**config.mk**
```make
export PLATFORM = sky130hd
export DESIGN_NAME = pwm_breath_sequencer
export DESIGN_NICKNAME = d
export VERILOG_FILES = /design/src/rtl/pwm_breath_sequencer.sv
export SDC_FILE = /design/constraint.sdc
export NUM_CORES = 1
export LEC_CHECK = 0
export BUFFER_PORTS_ARGS = -buffer_cell sky130_fd_sc_hd__buf_2
export CORE_MARGIN = 1
export CORE_UTILIZATION = 64
export CTS_CLUSTER_DIAMETER = 50
export DETAILED_ROUTE_END_ITERATION = 10
export GPL_ROUTABILITY_DRIVEN = 0
export GPL_TIMING_DRIVEN = 0
export PLACE_DENSITY = 0.82
export SYNTH_ARGS = -nofsm -noshare
export SYNTH_HDL_FRONTEND = slang
export SYNTH_SLANG_ARGS = --single-unit
```
**constraint.sdc**
```tcl
create_clock -name clk -period 3.9 [get_ports clk]
set_clock_uncertainty 0.2 [all_clocks]
set_input_delay 0.585 -clock clk [delete_from_list [all_inputs] [get_ports clk]]
set_output_delay 0.585 -clock clk [all_outputs]
set_load 0.03 [all_outputs]
```
**src/rtl/pwm_breath_sequencer.sv**
```systemverilog
// Breathing-LED duty scheduler: ramps the PWM duty up, holds it, ramps it down,
// holds it, and repeats. Duty updates land only on PWM period boundaries.
module pwm_breath_sequencer #(
  parameter int unsigned PWM_PERIOD   = 20000,
  parameter int unsigned STEP         = 200,
  parameter int unsigned HOLD_PERIODS = 625,
  parameter int unsigned DUTY_W       = 16
) (
  input  logic              clk,
  input  logic              rst,
  input  logic              enable,
  input  logic              period_tick,
  output logic [DUTY_W-1:0] duty,
  output logic              duty_valid,
  output logic [2:0]        state,
  output logic              cycle_done
);

  localparam logic [2:0] S_IDLE      = 3'd0;
  localparam logic [2:0] S_RAMP_UP   = 3'd1;
  localparam logic [2:0] S_HOLD_HIGH = 3'd2;
  localparam logic [2:0] S_RAMP_DOWN = 3'd3;
  localparam logic [2:0] S_HOLD_LOW  = 3'd4;

  localparam int unsigned CNT_W = (HOLD_PERIODS > 1) ? $clog2(HOLD_PERIODS) : 1;

  localparam logic [CNT_W-1:0]  HOLD_LAST  = CNT_W'(HOLD_PERIODS - 1);
  localparam logic [DUTY_W:0]   STEP_X     = (DUTY_W + 1)'(STEP);
  localparam logic [DUTY_W:0]   PERIOD_X   = (DUTY_W + 1)'(PWM_PERIOD);
  localparam logic [DUTY_W-1:0] PERIOD_D   = DUTY_W'(PWM_PERIOD);
  localparam logic [DUTY_W-1:0] STEP_D     = DUTY_W'(STEP);

  logic [2:0]        state_q, state_d;
  logic [DUTY_W-1:0] duty_q, duty_d;
  logic [CNT_W-1:0]  cnt_q, cnt_d;
  logic              valid_q, valid_d;
  logic              done_q, done_d;
  logic [DUTY_W:0]   sum_up;

  // Next-state logic; enable drop outranks a coincident period tick.
  always_comb begin
    state_d = state_q;
    duty_d  = duty_q;
    cnt_d   = cnt_q;
    valid_d = 1'b0;
    done_d  = 1'b0;
    // One extra bit so duty + STEP can never wrap.
    sum_up  = {1'b0, duty_q} + STEP_X;

    case (state_q)
      S_IDLE: begin
        duty_d = '0;
        cnt_d  = '0;
        if (enable) state_d = S_RAMP_UP;
      end
      S_RAMP_UP, S_HOLD_HIGH, S_RAMP_DOWN, S_HOLD_LOW: begin
        if (!enable) begin
          state_d = S_IDLE;
          duty_d  = '0;
          cnt_d   = '0;
          valid_d = (duty_q != '0);
        end else if (period_tick) begin
          case (state_q)
            S_RAMP_UP: begin
              valid_d = 1'b1;
              if (sum_up >= PERIOD_X) begin
                duty_d  = PERIOD_D;
                state_d = S_HOLD_HIGH;
                cnt_d   = '0;
              end else begin
                duty_d = sum_up[DUTY_W-1:0];
              end
            end
            S_HOLD_HIGH: begin
              if (cnt_q == HOLD_LAST) begin
                state_d = S_RAMP_DOWN;
                cnt_d   = '0;
              end else begin
                cnt_d = cnt_q + 1'b1;
              end
            end
            S_RAMP_DOWN: begin
              valid_d = 1'b1;
              if ({1'b0, duty_q} <= STEP_X) begin
                duty_d  = '0;
                state_d = S_HOLD_LOW;
                cnt_d   = '0;
              end else begin
                duty_d = duty_q - STEP_D;
              end
            end
            S_HOLD_LOW: begin
              if (cnt_q == HOLD_LAST) begin
                state_d = S_RAMP_UP;
                cnt_d   = '0;
                done_d  = 1'b1;
              end else begin
                cnt_d = cnt_q + 1'b1;
              end
            end
            default: ;
          endcase
        end
      end
      default: begin
        state_d = S_IDLE;
        duty_d  = '0;
        cnt_d   = '0;
      end
    endcase
  end

  // State and output registers with synchronous reset.
  always_ff @(posedge clk) begin
    if (rst) begin
      state_q <= S_IDLE;
      duty_q  <= '0;
      cnt_q   <= '0;
      valid_q <= 1'b0;
      done_q  <= 1'b0;
    end else begin
      state_q <= state_d;
      duty_q  <= duty_d;
      cnt_q   <= cnt_d;
      valid_q <= valid_d;
      done_q  <= done_d;
    end
  end

  assign duty       = duty_q;
  assign duty_valid = valid_q;
  assign state      = state_q;
  assign cycle_done = done_q;

endmodule

```
# Word level (Yosys, flattened, before mapping)
# Cells that the tools add are included.
# op_classes
addsub,3
order_cmp,2
n_eq_ne,14
muxes,20
bitwise,4
n_reduce_logical,13
# op_table
cell,count
16-bit 2-to-1 mux,2
16-bit one-hot mux with 2 select lines,1
10-bit 2-to-1 mux,3
10-bit one-hot mux with 3 select lines,1
3-bit 2-to-1 mux,7
"16-bit by 8-bit adder with 17-bit output, second input constant",1
"17-bit by 15-bit greater-or-equal comparator with 1-bit output, second input constant",1
"16-bit by 8-bit less-or-equal comparator with 1-bit output, second input constant",1
"4-bit inequality test, second input constant",4
16-bit nonzero test,1
"16-bit by 8-bit subtractor with 16-bit output, second input constant",1
3-bit one-hot mux with 4 select lines,1
"10-bit by 1-bit adder with 10-bit output, second input constant",1
"10-bit equality test, second input constant",1
7-bit AND reduction,1
"3-bit by 2-bit equality test with 1-bit output, second input constant",2
"2-bit inequality test, second input constant",3
"6-bit inequality test, second input constant",1
3-bit one-hot mux with 2 select lines,1
2-bit OR reduction,3
5-bit OR reduction,1
1-bit 2-to-1 mux,4
1-bit NOT,4
4-bit AND reduction,1
other kinds (9),9
# word_totals
register_bits,31
input_bits,4

# Logic depth before layout (Yosys ltp)
# Gate-level depths: netlist of run 1.
# logic_depth
word_depth,7
mapped_depth,9
depth_no_buf,8

# Worst setup path before layout of run 1
# No wires, ideal clock.
# synth_path
path_type,register to register
from,register duty_q[3] (netlist: duty[3])
to,register state_q[0] (netlist: state[0])
setup_ns,0.123
arrival_ns,2.508
required_ns,3.577
path_slack_ns,1.069
path_stages_with_launch,10
cell_sequence,dfxtp_1 ha_1 a211oi_2 buf_4 nor4b_4 mux2i_1 a211oi_2 buf_4 a21oi_1 mux2_1
# synth_via
elab_chain_len,4
word_cells_on_any_way,6
classes_between,add/sub (1); order compare (2); eq/ne (2); reduce/logical (1)
# synth_rtl
item,line,text
from (decl),34,"logic [DUTY_W-1:0] duty_q, duty_d;"
from (signal assigned),123,duty_q <= duty_d;
16-bit by 8-bit adder with 17-bit output,48,"sum_up = {1'b0, duty_q} + STEP_X;"
17-bit by 15-bit greater-or-equal comparator with 1-bit output,66,if (sum_up >= PERIOD_X) begin
4-bit inequality test (no line),-,
7-bit AND reduction (no line) *,-,
to (signal assigned),122,state_q <= state_d;
to (decl),33,"logic [2:0] state_q, state_d;"
# Mark *: on every way between the ends. The rest lies on a longest branch, timed or not.
# A chain may end at the register's enable or synchronous reset.

# Final worst setup path of run 1
# Same ends and word-level chain as after synthesis.

==> impl_metrics.toml, run 1 <==
[drt]
drt-vias-per-instance = 6.669
ant_nets = 0
dr.first_iter.drc_count = 300
totalWireLength_um = 6446
drc = 0
vias = 2661
wire_per_inst_um = 16.16
firstDrtPassIters = 6

[worst_setup_path]
required_ns = 3.88
worstPathCellList = "ha_1 -> a211oi_2 -> buf_4 -> nor4b_4 -> mux2i_1 -> a211oi_2 -> buf_4 -> a21oi_1 -> mux2_1"
arrival_ns = 3.05
cp_slowest_cell = "dfxtp_1"
setup.worst_path.class = "reg2reg"
cp-start-kind = "register"
slowest_delay_ns = 0.55
r2r_slack_ns = 0.82
critPathTopFamily = "compound AO/OA/AOI/OAI gates"
path_buf_inv = 2
r2r_end = "state[0]"
r2r-start = "duty[3]"
worst-path-max-fanout = 10
rr_worst_depth = 9
worst-path-stages = 9
critPathCaptureType = "register"

[floorplan]
start_util_pct = 66.64
io_pins = 25
chipHeight_um = 63.75
die_x_um = 63.75
core.rowCount = 22
core-area_um2 = 3661
dieArea_um2 = 4063

[finish]
postLayoutCellArea_um2 = 2679
final_nets = 361
n_fill_cell = 323
drive_above_1_share_pct = 16.24
antennaDiodeCount = 0
area_delta_synth_final_pct = 9.795

[synthesis]
ys_types = 71
synth_edf_count = 0
synth_top_cell_area_share_pct = 22.97
ys_top_cells_by_area = "dfxtp_1 (23%), nand2_1 (4.6%), o21ai_0 (4.3%)"
synth_area_per_cell_um2 = 7.507
synth-seq-cells = 28
synthArstFlopShare_pct = 0
synthCells = 325
ys_warn_count = 0
synth_ff_type = "dfxtp_1"
ys_seq_area_share_pct = 22.97
netlist_area_um2 = 2440
synth_top_area_cell = "dfxtp_1"

[clock_network]
cts_root_buffer = "clkbuf_8"
cts.sinks = 28
clock_path_buffers = 2
hold_buffers = 0
clk_latency_ns = 0.28
cts_tree = "built"
htree_levels = 1
post_cts_buffers = 0
cts_resized = 0
clk_pin_slew_worst_paths_ns = 0.10
cts_buffers = 3

[timing]
finalHoldWorstSlack_ns = 0.3162
slew_violations = 0
worst_slack_ns = 0.8240
post-route-period-util_pct = 78.87
max_freq_mhz = 325.1
relSlewSlack_pct = 36.01
worst_pin_slew_ns = 0.9449
setup_viol = 0
period_needed_ns = 3.076
rsz0062_at_grt = "false"
hold_violations = 0
fin_tns_setup_ns = 0

[placed_design]
dp_hpwl_um = 4629
portBuffers = 20
post-place-ws_ns = 0.8999
post_dp_cell_area_um2 = 2608

[pwr]
ir_worst_vdd_mv = 0.2544
p_total_mw = 0.7626
cellPowerDensity_nw_per_um2 = 284.7
power.leakage_nw = 1.005

[worst_hold_path]
min_delay_path_depth = 2
hold-path-endpoint = "cnt_q[1]"
worst_hold_path_type = "reg2reg"
hp-start = "cnt_q[1]"

[global_route]
grt_antenna_before_repair = 0
grt_usage_pct = 32.70
grt_start_max_net_pins = 17
grt_pass1_wl_um = 10720
gr-total-overflow = 0
grt_pass1_vias = 2381

[status]
status = "completed"

[run]
cap_violations = 0
cells by family after synthesis:
group | Yosys count | synth area share, %
compound gates | 103 | 30.36
mux | 9 | 3.949
fa+ha+maj | 6 | 2.974
flops | 28 | 22.97
buf+inv | 40 | 7.590
xor+xnor | 7 | 2.513
simple gates | 131 | 29.49
other cells | 1 | 0.1537
worst max path at each step:
stage | from | end | slack, ns
2_1_floorplan | duty[3] | state[0] | 1.07
3_3_place_gp | duty[3] | state[0] | 0.93
3_5_place_dp | duty[3] | state[0] | 0.90
4_1_cts | duty[3] | state[0] | 0.90
5_1_grt | duty[3] | state[0] | 0.68
6_report | duty[3] | state[0] | 0.82
final cells by class:
| cell class | instances | area [um2] | share of cell area [%] |
|---|---|---|---|
| clock inverters | 1 | 30.03 | 1.121 |
| plain buffers | 29 | 143.9 | 5.371 |
| repair buffers | 20 | 100.1 | 3.737 |
| flip-flops and latches | 28 | 560.5 | 20.92 |
| inverters | 11 | 41.29 | 1.541 |
| multi-input cells | 259 | 1702 | 63.52 |
| clock buffers | 3 | 41.29 | 1.541 |
| well taps | 48 | 60.06 | 2.242 |
metrics by stage:
step,utilization (%),instances
6_report,73.17,399
5_1_grt,73.17,399
4_1_cts,73.17,399
3_5_place_dp,71.22,395
3_3_place_gp,71.22,395
2_1_floorplan,-,327
flip-flops by register name, summed over array words and instances, names as in the netlist:
signal / count
duty: 13
cycle_done: 1
cnt_q: 10
duty_valid: 1
state: 3
placed cells by master, fill, tap and decap left out, types with 5 or more instances in the layout:
cell	count
nor2_1	25
clkbuf_1	13
buf_4	6
a31oi_1	7
dfxtp_1	28
buf_2	30
o21ai_0	21
nor4_1	5
nor3_1	13
nand3_1	17
inv_1	11
nand3b_1	6
nand2_1	30
nand2b_1	5
a21oi_1	17
xnor2_1	6
ha_1	5
Yosys cell counts, types with 3 or more instances:
library cell  count
nor2b_1           3
o211ai_1          3
buf_2            10
nor3b_1           4
nand3b_1          6
o21a_1            4
nand2b_1          5
a22oi_1           3
inv_1            11
xnor2_1           6
dfxtp_1          28
o21ai_0          21
o31ai_1           4
nand2_1          30
nand3_1          17
nor3_1           13
a21o_1            3
nor2_1           25
o31a_1            4
and3b_1           3
buf_4             6
ha_1              5
o22ai_1           3
a31oi_1           7
mux2i_1           4
a221oi_1          4
mux2_2            4
nor4_1            5
a41oi_1           3
a21oi_1          17
clkbuf_1         13
routing by layer:
layer | global-route usage, % | share of wire [%] | wire [um]
met5 | 0 | 0 | 0
met4 | 12.78 | 2.6 | 167
met3 | 3.214 | 7.5 | 486
met2 | 55.45 | 47 | 3013
met1 | 42.38 | 43 | 2778
worst register-to-register path, delay by kind of cell, from the launching register on:
family | cells | cell delay, ns
AOI/OAI and AO/OA | 3 | 0.63
buffers and inverters | 2 | 0.46
muxes | 2 | 0.45
DFF | 1 | 0.55
adders and majority gates | 1 | 0.36
and+or+nand+nor | 1 | 0.31
power breakdown:
part	switching, mW	internal (mW)	total [mW]
logic	0.149	0.0804	0.229
registers	0.00551	0.294	0.299
clock network	0.0968	0.138	0.234
Power figures use the tool's default switching activity.
==> inputs of run 2 (changes only) <==
Settings changed: CORE_UTILIZATION 64 to 60, PLACE_DENSITY 0.82 to 0.77.
Clock period 3.9 ns to 2.87 ns, I/O delays scaled along.
==> run 2 against run 1 <==
Highest routed layer unchanged. Worst setup slack lost 0.70 ns. Largest power group unchanged. First-iteration DRC count down 1.3%. Routed wire length rose by 3.5%. Critical path type unchanged. Maximum frequency up 12%. Worst hold slack lost 0.13 ns. Clock-buffer cell count did not move. Sequential cell count unchanged. Die area increased by 6.5%. Final area increased by 1.7%. Sequential share of layout area fell by 0.080 points. Via count is 0.56% lower.
==> impl_metrics.toml, run 2 (same netlist as run 1, synthesis figures left out) <==
[timing]
relSlewSlack_pct = 62.03
worst_pin_slew_ns = 0.5619
rsz0062_at_grt = "false"
period_needed_ns = 2.743
slew_violations = 0
setup_viol = 0
worst_slack_ns = 0.1266
post-route-period-util_pct = 95.59
hold_violations = 0
max_freq_mhz = 364.5

[worst_hold_path]
hp-start = "rst"
min_delay_path_depth = 2
hold-path-endpoint = "state[2]"
worst_hold_path_type = "in2reg"

[finish]
largest_register_ffs = 13
final_cell_mix = "buf_2 (30), nand2_1 (30), dfxtp_1 (26)"
stdcell_count = 399
area_delta_synth_final_pct = 11.69
final_nets = 361
finalCoreUtilization_pct = 72.26
drive_above_1_share_pct = 17.38
antennaDiodeCount = 0

[clock_network]
clock_path_buffers = 2
cts_root_buffer = "clkbuf_8"
cts_buffers = 3
hold_buffers = 0
cts_tree = "built"
htree_levels = 1
clk_pin_slew_worst_paths_ns = 0.11
cts.sinks = 28
clk_latency_ns = 0.29

[worst_setup_path]
slowest_delay_ns = 0.40
worstPathCellList = "ha_2 -> a211oi_4 -> buf_6 -> xnor2_1 -> o31a_1 -> a211oi_4 -> buf_6 -> a21oi_1 -> mux2_1"
cp_slowest_cell = "dfxtp_4"
critPathCaptureType = "register"
arrival_ns = 2.73
r2r_end = "state[0]"
critPathTopFamily = "compound AO/OA/AOI/OAI gates"
required_ns = 2.86
path_buf_inv = 2
worstSetupStartpoint = "duty[3]"
r2r_slack_ns = 0.13
r2r-start = "duty[3]"
rr_worst_depth = 9
worst-path-max-fanout = 10
cp-start-kind = "register"
setup.worst_path.class = "reg2reg"

[drt]
totalWireLength_um = 6674
vias = 2646
firstDrtPassIters = 4
drt-vias-per-instance = 6.632
dr.first_iter.drc_count = 296
wire_per_inst_um = 16.73
drc = 0
ant_nets = 0

[floorplan]
die_x_um = 65.77
core.rowCount = 22
start_util_pct = 64.70
io_pins = 25
core-area_um2 = 3771
dieArea_um2 = 4326
chipHeight_um = 65.77

[placed_design]
post-place-ws_ns = -0.1634
dp_hpwl_um = 4750
portBuffers = 20
place_inst = 395

[pwr]
ir_worst_vdd_mv = 0.3869
power.leakage_nw = 1.022
cellPowerDensity_nw_per_um2 = 384.3
p_total_mw = 1.047

[global_route]
grt_start_max_net_pins = 17
gr-total-overflow = 0
grt_pass1_wl_um = 10900
grt_antenna_before_repair = 0
grt_usage_pct = 32.85
grt_pass1_vias = 2330

[status]
status = "completed"

[run]
cap_violations = 0
[run 2: changes by cell type in the layout (fill, tap and decap cells not counted), moves of 2 or more]
cell	before	now
a211oi_2	2	0
buf_4	6	4
dfxtp_1	28	26
a211oi_4	0	2
buf_6	0	2
dfxtp_4	0	2
[run 2: area by class of cell]
type | count | area (um2)
buffer | 29 | 151.4
multi-input combinational | 259 | 1733
timing repair buffer | 20 | 100.1
clock buffer | 3 | 41.29
inverter | 11 | 41.29
sequential | 28 | 568.0
clock inverter | 1 | 30.03
tap | 48 | 60.06
fill | 339 | 1046
[run 2: worst max path at each step]
| stage | endpoint | slack, ns | cells after the start |
|---|---|---|---|
| after global routing | state[0] | 0.01 | 9 |
| after CTS | cnt_q[6] | -0.06 | 8 |
| after detailed placement | state[0] | -0.16 | 9 |
| after global placement | state[0] | -0.13 | 9 |
| after floorplan | state[0] | 0.04 | 9 |
| final | state[0] | 0.13 | 9 |
[run 2: what timing repair did]
item	4_1_cts	5_1_grt
setup endpoints to repair	15	20
pin swaps	2	1
gates cloned	0	0
resized for setup	3	9
buffers inserted	0	0
hold endpoints to repair	0	0
[run 2: metrics by stage]
stage	cell area [um2]	setup TNS, ns	hold slack, ns
final	2725	0	0.1854
after global routing	2725	0	0.2118
after CTS	2691	-0.3536	0.1856
after detailed placement	2608	-0.9289	0.3093
after global placement	2608	-0.5088	0.2906
after floorplan	2447	0	0.2690
[run 2: report_power, final]
group          leakage, nW  internal (mW)  switching (mW)
registers            0.227          0.398         0.00930
clock network       0.0357          0.187           0.138
logic                0.759          0.111           0.205
[run 2: per-layer routing]
metal  vias to the layer above  wire length (um)  GRT usage, %
met4                         0               118         14.13
met3                        11               515         3.793
met2                       144              3195         54.34
li1                       1270                 -             -
met1                      1221              2844         42.65
met5                         -                 0             0
